## config.mk

```make
export PLATFORM = sky130hd
export DESIGN_NAME = cache_ctrl_burst
export DESIGN_NICKNAME = d
export VERILOG_FILES = /design/src/rtl/cache_pkg.sv /design/src/rtl/burst_counter.sv /design/src/rtl/cache_ctrl_burst.sv
export SDC_FILE = /design/constraint.sdc
export NUM_CORES = 1
export LEC_CHECK = 0
export CELL_PAD_IN_SITES_DETAIL_PLACEMENT = 1
export CELL_PAD_IN_SITES_GLOBAL_PLACEMENT = 1
export CORE_ASPECT_RATIO = 1.5
export CORE_UTILIZATION = 35
export CTS_BUF_LIST = sky130_fd_sc_hd__clkbuf_2 sky130_fd_sc_hd__clkbuf_4 sky130_fd_sc_hd__clkbuf_8
export DETAILED_ROUTE_END_ITERATION = 16
export PLACE_DENSITY = 0.95
export SYNTH_ARGS = -nofsm -noshare
export SYNTH_HDL_FRONTEND = slang
export SYNTH_SLANG_ARGS = --single-unit
```

## constraint.sdc

```tcl
create_clock -name globalclock_i -period 2.41 [get_ports globalclock_i]
set_input_delay 0.241 -clock globalclock_i [delete_from_list [all_inputs] [get_ports globalclock_i]]
set_output_delay 0.241 -clock globalclock_i [all_outputs]
set_load 0.02 [all_outputs]
```

## src/rtl/cache_pkg.sv

```systemverilog
// Shared definitions for the direct-mapped cache: controller state encoding and
// geometry helpers used by the controller, the tag array and their benches.
package cache_pkg;

    typedef enum logic [2:0] {
        StIdle   = 3'd0,
        StStart  = 3'd1,
        StLookup = 3'd2,
        StEvict  = 3'd3,
        StRefill = 3'd4,
        StUpdate = 3'd5
    } cache_state_e;

    function automatic int unsigned tag_width(input int unsigned addr_w,
                                              input int unsigned index_w,
                                              input int unsigned offset_w);
        return addr_w - index_w - offset_w;
    endfunction

    function automatic int unsigned line_words(input int unsigned offset_w);
        return 32'd1 << offset_w;
    endfunction

endpackage

```

## src/rtl/burst_counter.sv

```systemverilog
// Beat counter for line bursts: synchronous clear, advance on each accepted word,
// flags the final beat of the line so the caller can leave the burst state.
module burst_counter #(
    parameter int unsigned WIDTH = 2
) (
    input  logic             clk_i,
    input  logic             rst_ni,
    input  logic             clr_i,
    input  logic             inc_i,
    output logic [WIDTH-1:0] cnt_o,
    output logic             last_o
);

    logic [WIDTH-1:0] cnt_d, cnt_q;

    always_comb begin
        cnt_d = cnt_q;
        if (clr_i) begin
            cnt_d = '0;
        end else if (inc_i) begin
            cnt_d = cnt_q + WIDTH'(1);  // wraps to 0 after the last beat
        end
    end

    always_ff @(posedge clk_i or negedge rst_ni) begin
        if (!rst_ni) begin
            cnt_q <= '0;
        end else begin
            cnt_q <= cnt_d;
        end
    end

    assign cnt_o  = cnt_q;
    assign last_o = &cnt_q;

endmodule

```

## src/rtl/cache_ctrl_burst.sv

```systemverilog
// Direct-mapped cache controller: line refill bursts, optional write-back of dirty
// victims, per-word req/ack memory handshake and a saturating miss counter.
module cache_ctrl_burst
    import cache_pkg::*;
#(
    parameter int unsigned ADDR_W     = 15,
    parameter int unsigned INDEX_W    = 7,
    parameter int unsigned OFFSET_W   = 2,
    parameter bit          WRITE_BACK = 1'b1,
    parameter int unsigned MISS_CNT_W = 16,
    parameter int unsigned TAG_W      = tag_width(ADDR_W, INDEX_W, OFFSET_W)
) (
    input  logic                  globalclock_i,
    input  logic                  reset_ni,
    input  logic                  start_i,
    input  logic [ADDR_W-1:0]     address_i,
    input  logic                  hit_i,
    input  logic                  dirty_i,
    input  logic [TAG_W-1:0]      victim_tag_i,
    input  logic                  mem_ack_i,
    output logic                  done_o,
    output logic                  busy_o,
    output logic                  wr_en_o,
    output logic                  tag_wr_en_o,
    output logic                  mem_rd_req_o,
    output logic                  mem_wr_req_o,
    output logic [ADDR_W-1:0]     mem_addr_o,
    output logic [OFFSET_W-1:0]   word_cnt_o,
    output logic [MISS_CNT_W-1:0] miss_count_o
);

    cache_state_e          state_d, state_q;
    logic [ADDR_W-1:0]     addr_d, addr_q;
    logic [MISS_CNT_W-1:0] miss_cnt_d, miss_cnt_q;
    logic [TAG_W-1:0]      req_tag;
    logic [INDEX_W-1:0]    req_index;
    logic                  beat_clr, beat_inc, beat_last;

    assign req_tag   = addr_q[ADDR_W-1 -: TAG_W];
    assign req_index = addr_q[OFFSET_W +: INDEX_W];

    assign beat_clr = (state_q == StLookup);
    assign beat_inc = ((state_q == StEvict) || (state_q == StRefill)) && mem_ack_i;

    burst_counter #(
        .WIDTH (OFFSET_W)
    ) u_burst_counter (
        .clk_i  (globalclock_i),
        .rst_ni (reset_ni),
        .clr_i  (beat_clr),
        .inc_i  (beat_inc),
        .cnt_o  (word_cnt_o),
        .last_o (beat_last)
    );

    always_comb begin
        state_d    = state_q;
        addr_d     = addr_q;
        miss_cnt_d = miss_cnt_q;
        unique case (state_q)
            StIdle: begin
                if (start_i) state_d = StStart;
            end
            StStart: begin
                addr_d = address_i;
                if (!start_i) state_d = StLookup;
            end
            StLookup: begin
                if (hit_i) begin
                    state_d = StIdle;
                end else begin
                    if (!(&miss_cnt_q)) miss_cnt_d = miss_cnt_q + MISS_CNT_W'(1);
                    state_d = (WRITE_BACK && dirty_i) ? StEvict : StRefill;
                end
            end
            StEvict: begin
                if (mem_ack_i && beat_last) state_d = StRefill;
            end
            StRefill: begin
                if (mem_ack_i && beat_last) state_d = StUpdate;
            end
            StUpdate: state_d = StLookup;
            default:  state_d = StIdle;
        endcase
    end

    always_ff @(posedge globalclock_i or negedge reset_ni) begin
        if (!reset_ni) begin
            state_q    <= StIdle;
            addr_q     <= '0;
            miss_cnt_q <= '0;
        end else begin
            state_q    <= state_d;
            addr_q     <= addr_d;
            miss_cnt_q <= miss_cnt_d;
        end
    end

    // Everything but the data write strobe decodes from state alone.
    always_comb begin
        mem_addr_o = '0;
        if (state_q == StEvict) begin
            mem_addr_o = {victim_tag_i, req_index, word_cnt_o};
        end else if (state_q == StRefill) begin
            mem_addr_o = {req_tag, req_index, word_cnt_o};
        end
    end

    assign done_o       = (state_q == StIdle);
    assign busy_o       = (state_q != StIdle);
    assign mem_wr_req_o = (state_q == StEvict);
    assign mem_rd_req_o = (state_q == StRefill);
    assign wr_en_o      = (state_q == StRefill) && mem_ack_i;
    assign tag_wr_en_o  = (state_q == StUpdate);
    assign miss_count_o = miss_cnt_q;

endmodule

```

==> results.yml <==
clocking:
  clk_pin_slew_worst_paths_ns: 0.07
  cts_buffer_depth: 2
  tritoncts: "built"
  cts-root-buf: "clkbuf_8"
  htreeDepth: 2
  clkLatencyLatePin_ns: 0.28
  clock-sinks: 34
  numCtsBuffers: 5
drt:
  drt_iter0_markers: 55
  num_vias: 1576
  vias_per_cell: 5.20
  drc: 0
  detail-route-antenna-nets: 0
  avgRoutedWirePerCell_um: 15.7
  totalWireLength_um: 4750
  drt_pass1_iterations: 4
logic_synthesis:
  synth_cells: 165
  synth_top_area_share_pct: 47.1
  yosys-top-cells-area: "dfrtp_1, mux2_2, nor4_4"
  synth-edff-count: 0
  synthFlopType: "dfrtp_1"
  async_reset_ff_share_pct: 100
  ys_ff_latch: 34
  synth_nets: 194
  yosysWarnings: 0
  yosysSeqAreaShare_pct: 47.1
  synth.distinct_cells: 37
  synth_area_leader_cell: "dfrtp_1"
  syn_area_um2: 1810
  avgSynthCellArea_um2: 10.9
global_route:
  globalRouteTotalUtil_pct: 19.1
  antenna_found_initial: 0
  gr-total-overflow: 0
  grt_pass1_wl_um: 8030
  grt_pass1_vias: 1722
  grt_max_degree: 35
worst_setup_path:
  cp_cell_sequence: "and3b_1 -> or2_2 -> and2_1 -> clkdlybuf4s50_1"
  critPathMaxStageDelay_ns: 0.53
  crit_path_max_fanout: 11
  startpoint: "state_q[1]$_DFFE_PN0P_"
  startpoint_type: "flip-flop"
  cp.required_ns: 2.17
  crit_buf_inv: 1
  critPathKind: "reg2out"
  cp.depth: 4
  cp-end-kind: "primary output"
  reg2reg_depth: 5
  timing.rr.end: "miss_count_o[13]$_DFFE_PN0P_"
  endpoint: "mem_addr_o[0]"
  reg2reg_slack_ns: 0.40
  cpMaxStageDelayCell: "clkdlybuf4s50_1"
  path_delay_family: "simple AND/OR/NAND/NOR gates"
  crit_arrival_ns: 2.04
  r2r_start: "state_q[1]$_DFFE_PN0P_"
timing:
  finClkSkew_ns: 0.00261
  fin_crit_ns: 2.28
  slew_headroom_pct: 59.7
  max_freq_mhz: 438
  worst_pin_slew_ns: 0.596
  finalSetupViolCount: 0
  finalCritPeriodShare_pct: 94.7
  rsz0062_at_grt: "false"
  setup-tns-final_ns: 0
  hold_viol_final: 0
  slew_violations: 0
die:
  pin_count: 66
  die_y_um: 90.0
  fp-row-count: 31
  die-area_um2: 5460
  die-width_um: 60.7
  core_um2: 4890
  initial_utilization_pct: 37.0
layout:
  multi_input_area_um2: 908
  fillers: 549
  num-nets-final: 265
  drive_gt1_share_pct: 17.3
  antennaDiodeCount: 0
  fin_area_um2: 2670
  seqCellArea_um2: 853
  area_growth_pct: 47.5
outcome:
  outcome: "finished clean"
power:
  p_per_area_nw_per_um2: 1010
  power.leakage_uw: 0.00115
  p_total_uw: 2680
  irDropWorstVdd_v: 0.000552
placement:
  hpwl_um: 3720
  port_buffers: 63
  placed_area_um2: 2530
  gp_congestion: 0.772
job:
  maxCapViolCount: 0
min_path:
  hold_path_class: "in2async"
==> cell usage after synthesis, types with 4 or more instances <==
cell type and number:
mux2_2 16, a31oi_1 4, dfrtp_1 34, clkbuf_1 4, and2_1 10, inv_1 6
nand2_1 7, xnor2_1 5, a22o_1 6, nor2_1 9, nand4_1 4, nand3_1 10
xor2_1 7
==> report_power, final <==
part	internal [uW]	switching, uW	leakage (uW)
logic	639	594	0.000661
registers	757	156	0.000426
clock network	332	206	0.0000593
total	1730	955	0.00115
==> sequential cells by signal, indices dropped and copies added, names as in the netlist <==
| name | count |
|---|---|
| addr_q | 13 |
| miss_count_o | 16 |
| state_q | 3 |
| u_burst_counter.cnt_o | 2 |
==> cell type report <==
cell class	count	share of cell area, %
clock buffers	7	3.15
well taps	66	3.10
repair buffers	71	25.7
multi-input cells	118	34.1
flip-flops and latches	34	32.0
clock inverters	1	1.13
inverters	6	0.845
==> layer usage <==
| metal | global-route usage, % | wire (um) | vias to the layer above |
|---|---|---|---|
| met4 | 4.55 | 63 | 0 |
| li1 | - | - | 736 |
| met1 | 21.6 | 1770 | 781 |
| met3 | 4.75 | 230 | 4 |
| met5 | 0 | 0 | - |
| met2 | 34.3 | 2690 | 55 |
==> metrics by stage <==
| step | hold WS [ns] | cells | worst slack (ns) | utilization (%) |
|---|---|---|---|---|
| 2_1_floorplan | -0.0546 | 165 | 0.461 | - |
| 3_3_place_gp | 0.480 | 293 | 0.200 | 51.9 |
| 3_5_place_dp | 0.488 | 293 | 0.156 | 51.9 |
| 4_1_cts | 0.382 | 301 | 0.0103 | 54.2 |
| 5_1_grt | 0.413 | 303 | 0.0399 | 54.5 |
| 6_report | 0.372 | 303 | 0.129 | 54.5 |
==> how the worst min path moves through the flow <==
stage | cells past startpoint | startpoint | slack, ns | endpoint
2_1_floorplan | 0 | reset_ni | -0.05 | addr_q[10]$_DFFE_PN0P_
3_3_place_gp | 1 | miss_count_o[6]$_DFFE_PN0P_ | 0.48 | miss_count_o[6]$_DFFE_PN0P_
3_5_place_dp | 1 | addr_q[6]$_DFFE_PN0P_ | 0.49 | addr_q[6]$_DFFE_PN0P_
4_1_cts | 2 | reset_ni | 0.38 | u_burst_counter.cnt_o[0]$_DFFE_PN0P_
5_1_grt | 2 | reset_ni | 0.41 | miss_count_o[8]$_DFFE_PN0P_
6_report | 2 | reset_ni | 0.37 | miss_count_o[10]$_DFFE_PN0P_
==> repair_timing <==
action / in CTS / in global routing
resized for setup: 7 / 1
endpoints found under the setup margin: 9 / 4
hold buffers: 0 / 0
setup buffers: 0 / 2
==> kinds of logic after synthesis <==
logic type | after synthesis | share of synthesized area [%]
AO/OA/AOI/OAI | 25 | 10.1
XOR/XNOR | 12 | 5.82
adder cells (fa/ha/maj) | 2 | 1.38
buffers and inverters | 13 | 2.91
flip-flops | 34 | 47.1
multiplexers | 18 | 11.1
AND/OR/NAND/NOR | 61 | 21.5
==> placed cells by master (no fill, tap or decap), types with 3 or more instances in the layout <==
master            n
nand3_1          10
a22o_1            6
and2_1           10
xnor2_1           5
nor2_1            9
a31oi_1           4
nor2b_1           3
inv_1             6
xor2_1            7
clkdlybuf4s50_1  58
buf_4             8
mux2_2           16
dlygate4sd2_1     5
nand2_1           7
nor3_1            3
dfrtp_1          32
clkbuf_8          5
nand4_1           4
nor4_4            3
o21ai_0           3
Note: power is estimated with default switching activity, not from simulation.
